[src/rtl/branch_resolve_unit.sv]
// Branch resolve unit: evaluates RV32I conditional branches in EX, registers the outcome,
// flags mispredicts and trains a table of 2-bit saturating counters read by fetch.
module branch_resolve_unit #(
  parameter  int XLEN        = 32,
  parameter  int BHT_ENTRIES = 64,
  localparam int IDX_W       = $clog2(BHT_ENTRIES)
) (
  input  logic            clk,
  input  logic            rst,
  input  logic [XLEN-1:0] fetch_pc,
  output logic            predict_taken,
  input  logic            ex_valid,
  output logic            ex_ready,
  input  logic [XLEN-1:0] ex_pc,
  input  logic [XLEN-1:0] ex_rs1,
  input  logic [XLEN-1:0] ex_rs2,
  input  logic [XLEN-1:0] ex_imm,
  input  logic [2:0]      ex_f3,
  input  logic            ex_pred_taken,
  input  logic            flush,
  output logic            res_valid,
  output logic            res_taken,
  output logic            res_mispredict,
  output logic [XLEN-1:0] res_redirect,
  output logic            res_illegal
);

  localparam logic [XLEN-1:0] PC_STEP = XLEN'(32'd4);

  function automatic logic cond_taken(input logic [2:0] f3,
                                      input logic [XLEN-1:0] a,
                                      input logic [XLEN-1:0] b);
    logic r;
    case (f3)
      3'b000:  r = (a == b);
      3'b001:  r = (a != b);
      3'b100:  r = ($signed(a) <  $signed(b));
      3'b101:  r = ($signed(a) >= $signed(b));
      3'b110:  r = (a <  b);
      3'b111:  r = (a >= b);
      default: r = 1'b0;
    endcase
    return r;
  endfunction

  logic              accept_s;
  logic              illegal_s;
  logic              taken_s;
  logic [XLEN-1:0]   target_s;
  logic [XLEN-1:0]   seq_s;

  logic              res_valid_d,      res_valid_q;
  logic              res_taken_d,      res_taken_q;
  logic              res_mispredict_d, res_mispredict_q;
  logic [XLEN-1:0]   res_redirect_d,   res_redirect_q;
  logic              res_illegal_d,    res_illegal_q;
  logic [IDX_W-1:0]  res_idx_d,        res_idx_q;

  logic [1:0]        bht_q [BHT_ENTRIES];
  logic              upd_en_s;
  logic [1:0]        ctr_cur_s;
  logic [1:0]        ctr_nxt_s;
  logic [IDX_W-1:0]  fetch_idx_s;

  // Resolve the op in EX; an unaccepted slot loads an all-zero result.
  always_comb begin
    accept_s  = ex_valid & ~flush;
    illegal_s = (ex_f3 == 3'b010) | (ex_f3 == 3'b011);
    taken_s   = cond_taken(ex_f3, ex_rs1, ex_rs2);
    target_s  = ex_pc + ex_imm;
    seq_s     = ex_pc + PC_STEP;
    if (accept_s) begin
      res_valid_d      = 1'b1;
      res_taken_d      = taken_s;
      res_mispredict_d = taken_s ^ ex_pred_taken;
      res_redirect_d   = taken_s ? target_s : seq_s;
      res_illegal_d    = illegal_s;
      res_idx_d        = ex_pc[IDX_W+1:2];
    end else begin
      res_valid_d      = 1'b0;
      res_taken_d      = 1'b0;
      res_mispredict_d = 1'b0;
      res_redirect_d   = '0;
      res_illegal_d    = 1'b0;
      res_idx_d        = '0;
    end
  end

  // Result stage register.
  always_ff @(posedge clk or posedge rst) begin
    if (rst) begin
      res_valid_q      <= 1'b0;
      res_taken_q      <= 1'b0;
      res_mispredict_q <= 1'b0;
      res_redirect_q   <= '0;
      res_illegal_q    <= 1'b0;
      res_idx_q        <= '0;
    end else begin
      res_valid_q      <= res_valid_d;
      res_taken_q      <= res_taken_d;
      res_mispredict_q <= res_mispredict_d;
      res_redirect_q   <= res_redirect_d;
      res_illegal_q    <= res_illegal_d;
      res_idx_q        <= res_idx_d;
    end
  end

  // Saturating counter step for the branch leaving the result stage.
  always_comb begin
    upd_en_s  = res_valid_q & ~res_illegal_q;
    ctr_cur_s = bht_q[res_idx_q];
    if (res_taken_q) begin
      if (ctr_cur_s == 2'b11) begin
        ctr_nxt_s = 2'b11;
      end else begin
        ctr_nxt_s = ctr_cur_s + 2'b01;
      end
    end else begin
      if (ctr_cur_s == 2'b00) begin
        ctr_nxt_s = 2'b00;
      end else begin
        ctr_nxt_s = ctr_cur_s - 2'b01;
      end
    end
  end

  // Predictor table; reset leaves every entry weakly not-taken.
  always_ff @(posedge clk or posedge rst) begin
    if (rst) begin
      for (int i = 0; i < BHT_ENTRIES; i++) begin
        bht_q[i] <= 2'b01;
      end
    end else if (upd_en_s) begin
      bht_q[res_idx_q] <= ctr_nxt_s;
    end else begin
      bht_q[res_idx_q] <= bht_q[res_idx_q];
    end
  end

  // Lookup reads the stored value, so a same-cycle update is seen only next cycle.
  always_comb begin
    fetch_idx_s   = fetch_pc[IDX_W+1:2];
    predict_taken = bht_q[fetch_idx_s][1];
  end

  assign ex_ready       = 1'b1;
  assign res_valid      = res_valid_q;
  assign res_taken      = res_taken_q;
  assign res_mispredict = res_mispredict_q;
  assign res_redirect   = res_redirect_q;
  assign res_illegal    = res_illegal_q;

endmodule

[config.mk]
export PLATFORM = sky130hd
export DESIGN_NAME = branch_resolve_unit
export DESIGN_NICKNAME = d
export VERILOG_FILES = /design/src/rtl/branch_resolve_unit.sv
export SDC_FILE = /design/constraint.sdc
export NUM_CORES = 1
export LEC_CHECK = 0
export CORE_UTILIZATION = 40
export DETAILED_ROUTE_END_ITERATION = 6
export PLACE_DENSITY = 0.61
export SLEW_MARGIN = 20
export SYNTH_ARGS = -nofsm -noshare
export SYNTH_HDL_FRONTEND = slang
export SYNTH_SLANG_ARGS = --single-unit
[constraint.sdc]
create_clock -name clk -period 6.45 [get_ports clk]
set_clock_uncertainty 0.15 [all_clocks]
set_input_delay 1.29 -clock clk [delete_from_list [all_inputs] [get_ports clk]]
set_output_delay 1.29 -clock clk [all_outputs]
set_load 0.01 [all_outputs]
==> flow_summary.ini, run 1 <==
[synth]
yosys.area_share.simple_pct = 16.4
async_flop_share_pct = 100
synth_fp_nets = 1430
synth-seq-cells = 170
postSynthCellCount = 1197
ys_seq_area_share_pct = 39.9
synth_compound_area_share_pct = 22.4
synth-xor-area-share_pct = 4.19
synth.cell_area_sq_um = 10900
ys.warnings.count = 0
syn_area_per_cell_sq_um = 9.09
synth_cell_type_count = 68
synth_edf_count = 0
yosys_most_used_dff = dfrtp_1
yosys-mux-area-fraction_pct = 5.10
synth_top_family_by_area = compound AO/OA/AOI/OAI gates
synthAdderAreaFrac_pct = 7.65

[clock_network]
cts_buffers = 17
cts_tree = yes
ctsHoldBuffers = 0
clock_path_buffers = 2
post_cts.repair.setup_buffers = 0
clk_latency_ns = 0.43
clkTransAtPathRegs_ns = 0.07
cts_root_buffer = clkbuf_16
htreeDepth = 4
cts-resized-gates = 0
cts_sinks = 170

[die]
dieHeight_um = 167
die_w_um = 167
row_count = 59
io_pins = 206
coreArea_sq_um = 26400
fp.dieArea_sq_um = 27900
start_util_pct = 41.3

[cells_and_area]
nFillCells = 2447
area_growth_pct = 24.4
nets = 1579
drive_gt1_share_pct = 11.5
n_antenna_cell = 0
final_cells = 1694

[power_and_ir_drop]
p_comb_share_pct = 21.6
vdd_ir_drop_max_v = 0.000184
switching_power_uw = 874
pwr-share-seq_pct = 42.5
power_density_nw_per_um2 = 210
p_leak_uw = 0.00549
power_uw = 2840
intPower_uw = 1960
swShare_pct = 30.8
clkPwrFrac_pct = 36.0

[critical_path]
crit_path_frequent_cell = mux4_2
ff2ff_path_depth = 10
rr_endpoint = bht_q[16]
path_cells = clkdlybuf4s50_1, buf_4, mux4_2, mux4_2, mux4_2, clkdlybuf4s50_1
cpMaxStageDelayCell = mux4_2
timing.critical_path.buf_inv = 3
cp-end-kind = output port
r2r_setup_slack_ns = 2.25
critPathRequiredTime_ns = 5.01
criticalPathCategory = in -> out
cp_max_fo = 16
path_delay_family = multiplexers
startpoint_type = primary input
slowest_delay_ns = 0.59
timing.rr.start = res_idx_q[2]
cp.arrival_ns = 4.10

[global_route]
grt_max_degree = 99
grt_pass1_vias = 9154
globalRouteTotalUtil_pct = 21.7
met3_usage_pct = 5.58
met2_usage_pct = 35.6
grt_pass1_wl_um = 48400
top_usage_layer = met2
antenna_found_initial = 3
use_met1_pct = 29.2
grt_overflow = 0

[routing]
drc = 0
drt-total-wl_um = 30300
final_antenna_net_count = 0
drtIter0Drc = 697
first_pass_iters = 7
routed-via-count = 9418
wl_per_cell_um = 17.9
viasPerCell = 5.56

[placed_design]
pre_cts_slack_ns = 0.907
dp_hpwl_um = 21400
gp_congestion = 0.844
dp_cells = 1662
io_buffers = 178

[sta]
holdWs_ns = 0.324
drv_slew = 0
report.final.hold_viol_count = 0
rsz0062_at_grt = false
tightest_slew_ns = 0.887
fmax_mhz = 181
finalCriticalPeriod_ns = 5.54
setup_tns_ns = 0
setup-violations-final = 0
relSlewSlack_pct = 40.8
layout_setup_ws_ns = 0.910
period_share_pct = 85.9

[outcome]
status = finished clean

[hold_path]
worstHoldEndpoint = bht_q[94]
worstHoldPathCells = 2
hold_path_startpoint = bht_q[94]
hp-class = reg -> reg

[flow_run]
drv_cap = 0
## placed cells by master (no fill, tap or decap), drive strengths merged, types with 24 or more instances in the layout
master and n:
a211oi 28, a21oi 67, a22oi 57, clkdlybuf4s50 178, dfrtp 106, dfstp 64
ha 64, inv 55, nand2 171, nand4 24, nor2 91, o21ai 133
o31ai 24, xor2 30
## logic make-up after synthesis
group                    Yosys count
AND/OR/NAND/NOR                  383
AO/OA/AOI/OAI                    381
buffers and inverters            115
adder cells (fa/ha/maj)           66
other                              1
flip-flops                       170
XOR/XNOR                          52
multiplexers                      29
## worst max-delay path by stage
stage | from | end | slack (ns) | cells past startpoint
after floorplan | rst | bht_q[101] | 0.51 | 1
after global placement | fetch_pc[2] | predict_taken | 0.92 | 6
after detailed placement | fetch_pc[2] | predict_taken | 0.91 | 6
after CTS | fetch_pc[2] | predict_taken | 0.90 | 6
after global routing | fetch_pc[2] | predict_taken | 0.81 | 6
final | fetch_pc[2] | predict_taken | 0.91 | 6
## power groups by stage
stage | clock network (uW) | logic (uW) | registers, uW
final | 1020 | 612 | 1200
after detailed placement | 0 | 612 | 1220
after CTS | 1040 | 614 | 1200
after floorplan | 0 | 378 | 1210
after global routing | 1080 | 675 | 1210
after global placement | 0 | 605 | 1220
## cell usage after synthesis, drive strengths merged (28+ instances only)
cell	number	area (sq um)
a211oi	28	215
clkbuf	35	131
nand2	171	642
xor2	30	263
nor2	91	342
buf	31	163
dfstp	64	1680
o21ai	133	681
a22oi	57	428
ha	64	801
a21oi	67	335
dfrtp	106	2650
inv	49	184
## layer usage
layer	vias to the layer above	part of all wire (%)
li1	4664	-
met5	-	0.086
met4	4	0.67
met2	287	47
met1	4441	46
met3	22	6.8
## worst min-delay path, stage by stage (launching register included)
cell     delay [ns]
dfstp_2        0.37
inv_1          0.05
mux2i_1        0.05
## per-stage QoR
stage | util (%) | area, sq um
6_report | 51.3 | 13500
3_3_place_gp | 49.1 | 12900
2_1_floorplan | - | 10900
5_1_grt | 51.3 | 13500
3_5_place_dp | 49.1 | 12900
4_1_cts | 51.3 | 13500
## area by class of cell
| cell class | count | area [sq um] | share of cell area, % |
|---|---|---|---|
| clock buffer | 18 | 429 | 3.17 |
| clock inverter | 14 | 155 | 1.15 |
| inverter | 49 | 189 | 1.40 |
| multi-input combinational | 912 | 6080 | 45.0 |
| sequential | 170 | 4330 | 32.0 |
| tap | 335 | 419 | 3.10 |
| timing repair buffer | 196 | 1920 | 14.2 |
## flip-flops by register name, summed over array words and instances (netlist names)
register and flops:
res_valid 1, bht_q 128, res_redirect 32, res_taken 1, res_illegal 1, res_idx_q 6
res_mispredict 1
(Power assumes the default switching activity.)
==> run 2: changes to the inputs <==
- CORE_UTILIZATION: 40 -> 42
- PLACE_DENSITY: 0.61 -> 0.75
==> run 2 against run 1 <==
  * Cell count down 0.41%
  * Fmax decreased by 0.19%
  * Via count is 2.2% higher
  * Clock power increased by 6%
  * Hold slack improved by 0.00082 ns
  * Combinational power about the same
  * Die area is 4.7% lower
  * Total power grew 2.0%
  * Count of clock-buffer cells in the layout fell by 1
  * Sequential share of layout area hardly changed
  * Critical path type unchanged
  * Critical endpoint unchanged
  * Largest cell class unchanged
  * Largest power group unchanged
==> flow_summary.ini, run 2 (synthesis gave the netlist of run 1 again) <==
[sta]
finalCriticalPeriod_ns = 5.55
rsz0062_at_grt = false
setup_tns_ns = 0
holdWs_ns = 0.325
drv_slew = 0
relSlewSlack_pct = 22.4
period_share_pct = 86.1
layout_setup_ws_ns = 0.899
setup-violations-final = 0
fmax_mhz = 180
report.final.hold_viol_count = 0
tightest_slew_ns = 1.16

[global_route]
grt_overflow = 0
grt_pass1_wl_um = 48500
grt_pass1_vias = 9645
antenna_found_initial = 0
met2_usage_pct = 39.0
use_met1_pct = 28.7
top_usage_layer = met2
grt_max_degree = 94
met3_usage_pct = 6.75
globalRouteTotalUtil_pct = 23.0

[power_and_ir_drop]
clkPwrFrac_pct = 37.2
power_density_nw_per_um2 = 213
pwr-share-seq_pct = 41.6
switching_power_uw = 886
swShare_pct = 30.6
intPower_uw = 2010
vdd_ir_drop_max_v = 0.000163
p_leak_uw = 0.00551
p_comb_share_pct = 21.2

[cells_and_area]
utilization_pct = 53.6
drive_gt1_share_pct = 11.4
area_growth_pct = 24.6
layout_common_cells = 178 x clkdlybuf4s50_1, 171 x nand2_1, 130 x o21ai_0
final_common_cell = clkdlybuf4s50_1
top_register = bht_q
n_antenna_cell = 0
nets = 1577
largest_reg_flops = 128

[critical_path]
critPathRequiredTime_ns = 5.01
timing.rr.start = res_idx_q[2]
cp.arrival_ns = 4.11
cp_max_fo = 16
critPathLaunch = fetch_pc[2]
cp-end-kind = output port
criticalPathCategory = in -> out
startpoint_type = primary input

[clock_network]
clk_latency_ns = 0.44
htreeDepth = 4
cts_buffers = 17
cts_sinks = 170
cts_tree = yes
cts_root_buffer = clkbuf_16
cts-resized-gates = 0
clock_path_buffers = 2
post_cts.repair.setup_buffers = 0
clkTransAtPathRegs_ns = 0.07
ctsHoldBuffers = 0

[die]
fp.dieArea_sq_um = 26500
dieHeight_um = 163
coreArea_sq_um = 25300
die_w_um = 163
row_count = 58
io_pins = 206
start_util_pct = 43.1

[routing]
viasPerCell = 5.70
routed-via-count = 9624
wl_per_cell_um = 17.6
first_pass_iters = 5
final_antenna_net_count = 0
drtIter0Drc = 619
drt-total-wl_um = 29800
drc = 0

[hold_path]
hp-class = reg -> reg
hold_path_startpoint = bht_q[94]

[placed_design]
gp_congestion = 0.905
dp_hpwl_um = 20800
pre_cts_slack_ns = 0.904
io_buffers = 178

[flow_run]
drv_cap = 0

[outcome]
status = finished clean
[run 2: power groups by stage]
stage / sequential (uW) / clock (uW) / combinational [uW]
after global placement: 1220 / 0 / 598
after CTS: 1200 / 1100 / 612
after global routing: 1210 / 1140 / 679
after detailed placement: 1220 / 0 / 609
final: 1200 / 1080 / 613
after floorplan: 1210 / 0 / 378
[run 2: layout make-up]
cell class	count	area, sq um
well taps	330	413
flip-flops and latches	170	4330
clock inverters	15	201
inverters	49	189
repair buffers	194	1900
fillers	2268	11700
multi-input cells	912	6080
clock buffers	17	425
[run 2: worst paths after layout]
| check | to | slack (ns) | depth (start not counted) |
|---|---|---|---|
| max reg2reg | bht_q[80] | 2.01 | 10 |
| max | predict_taken | 0.90 | 6 |
| min reg2reg | bht_q[94] | 0.33 | 2 |
| min | bht_q[94] | 0.33 | 2 |
| min in group asynchronous | bht_q[5] | 1.27 | 2 |
| max in group asynchronous | bht_q[64] | 3.76 | 3 |
[run 2: per-layer routing]
| layer | routed length, um | up-vias | part of all wire [%] |
|---|---|---|---|
| li1 | - | 4658 | - |
| met1 | 12400 | 4591 | 42 |
| met2 | 14500 | 335 | 49 |
| met3 | 2390 | 40 | 8.0 |
| met4 | 464 | 0 | 1.6 |
| met5 | 0 | - | 0 |
[run 2: critical path, cell delays in order]
cell             delay, ns
clkdlybuf4s50_1       0.46
buf_4                 0.32
mux4_2                0.54
mux4_2                0.53
mux4_2                0.48
clkdlybuf4s50_1       0.49
[run 2: per-stage QoR]
stage          instances  instance area [sq um]  power, uW
2_1_floorplan       1197                  10900       1590
3_3_place_gp        1655                  12900       1820
3_5_place_dp        1655                  12900       1830
4_1_cts             1687                  13500       2910
5_1_grt             1687                  13500       3030
6_report            1687                  13500       2890
==> run 3: changes to the inputs <==
- SLEW_MARGIN: 20 -> 5
==> run 3 against run 2 <==
  * Clock power about the same
  * Setup slack worse by 0.0026 ns
  * Critical path depth did not move
  * Non-clock buffer count unchanged
  * Design area barely moved
  * Die area stayed put
  * Largest cell class unchanged
  * Largest power group unchanged
==> flow_summary.ini, run 3 (synthesis gave the netlist of run 1 again) <==
[outcome]
status = finished clean

[hold_path]
hp-class = reg -> reg
hold_path_startpoint = bht_q[94]

[sta]
fmax_mhz = 180
period_share_pct = 86.1
setup-violations-final = 0
rsz0062_at_grt = false
relSlewSlack_pct = 21.4
setup_tns_ns = 0
finalCriticalPeriod_ns = 5.55
drv_slew = 0
report.final.hold_viol_count = 0
tightest_slew_ns = 1.17

[power_and_ir_drop]
clkPwrFrac_pct = 37.4
power_density_nw_per_um2 = 214
p_leak_uw = 0.00550
swShare_pct = 30.8
p_comb_share_pct = 21.2
intPower_uw = 2010
pwr-share-seq_pct = 41.5
vdd_ir_drop_max_v = 0.000165
switching_power_uw = 892

[routing]
wl_met2_um = 14400
wl_per_cell_um = 17.7
drt-total-wl_um = 29800
viasPerCell = 5.71
routed-via-count = 9629
first_pass_iters = 5
final_antenna_net_count = 0
drtIter0Drc = 612
wl_met1_um = 12500
wl_met3_um = 2380
drc = 0
top_layer = met4

[clock_network]
cts_buffers = 17
cts_tree = yes
post_cts.repair.setup_buffers = 0
clock_path_buffers = 2
htreeDepth = 4
ctsHoldBuffers = 0
clkTransAtPathRegs_ns = 0.07
cts-resized-gates = 0
cts_root_buffer = clkbuf_16
cts_sinks = 170
clk_latency_ns = 0.44

[cells_and_area]
nets = 1577
drive_gt1_share_pct = 11.4
n_antenna_cell = 0
final_cells = 1687
top_register = bht_q
final_common_cell = clkdlybuf4s50_1
nFillCells = 2267
area_growth_pct = 24.5
largest_reg_flops = 128
layout_common_cells = 178 x clkdlybuf4s50_1, 171 x nand2_1, 130 x o21ai_0

[global_route]
antenna_found_initial = 0
grt_max_degree = 94
grt_pass1_wl_um = 48500
globalRouteTotalUtil_pct = 23.0
grt_pass1_vias = 9645
grt_overflow = 0

[critical_path]
critPathLaunch = fetch_pc[2]
cp_max_fo = 16
cp-end-kind = output port
criticalPathCategory = in -> out
cp.arrival_ns = 4.11
startpoint_type = primary input
critPathRequiredTime_ns = 5.01
timing.rr.start = res_idx_q[0]

[placed_design]
dp_cells = 1655
dp_hpwl_um = 20800
gp_congestion = 0.905
io_buffers = 178

[die]
row_count = 58
io_pins = 206
dieHeight_um = 163
fp.dieArea_sq_um = 26500
die_w_um = 163
start_util_pct = 43.1
coreArea_sq_um = 25300

[flow_run]
drv_cap = 0
## run 3: metal layers
metal / global-route usage, % / vias to the layer above
met5: 0 / -
met4: 5.73 / 0
met3: 6.75 / 42
met2: 39.0 / 337
met1: 28.7 / 4594
li1: - / 4656
## run 3: area by class of cell
cell class	count	area (sq um)	share of cell area, %
clock buffer	17	425	3.14
clock inverter	15	201	1.49
inverter	49	189	1.40
multi-input combinational	912	6080	44.9
sequential	170	4330	32.0
tap	330	413	3.05
timing repair buffer	194	1900	14.0
## run 3: worst paths after layout
| path | end | slack [ns] | cells past startpoint |
|---|---|---|---|
| worst min-delay path | bht_q[94] | 0.33 | 2 |
| max in group asynchronous | bht_q[83] | 3.78 | 3 |
| worst max-delay path | predict_taken | 0.90 | 6 |
| min in group asynchronous | bht_q[5] | 1.26 | 2 |
| worst max register to register | bht_q[96] | 1.90 | 11 |
| worst min register to register | bht_q[94] | 0.33 | 2 |
## run 3: critical path, stage by stage
cell and delay [ns]:
clkdlybuf4s50_1 0.46, buf_4 0.32, mux4_2 0.54, mux4_2 0.53
mux4_2 0.48, clkdlybuf4s50_1 0.49
## run 3: power by group through the flow
stage                     sequential [uW]  combinational [uW]  clock, uW
final                                1200                 613       1080
after detailed placement             1220                 609          0
after global placement               1220                 598          0
after global routing                 1210                 679       1140
after CTS                            1200                 612       1100
after floorplan                      1210                 378          0
## run 3: metrics by stage
| step | utilization (%) | instance area (sq um) | hold slack, ns | total power, uW | setup WS [ns] |
|---|---|---|---|---|---|
| 2_1_floorplan | - | 10900 | 0.295 | 1590 | 0.512 |
| 3_3_place_gp | 51.1 | 12900 | 0.306 | 1820 | 0.915 |
| 3_5_place_dp | 51.1 | 12900 | 0.310 | 1830 | 0.904 |
| 4_1_cts | 53.6 | 13500 | 0.327 | 2910 | 0.892 |
| 5_1_grt | 53.6 | 13500 | 0.336 | 3030 | 0.819 |
| 6_report | 53.6 | 13500 | 0.325 | 2900 | 0.897 |
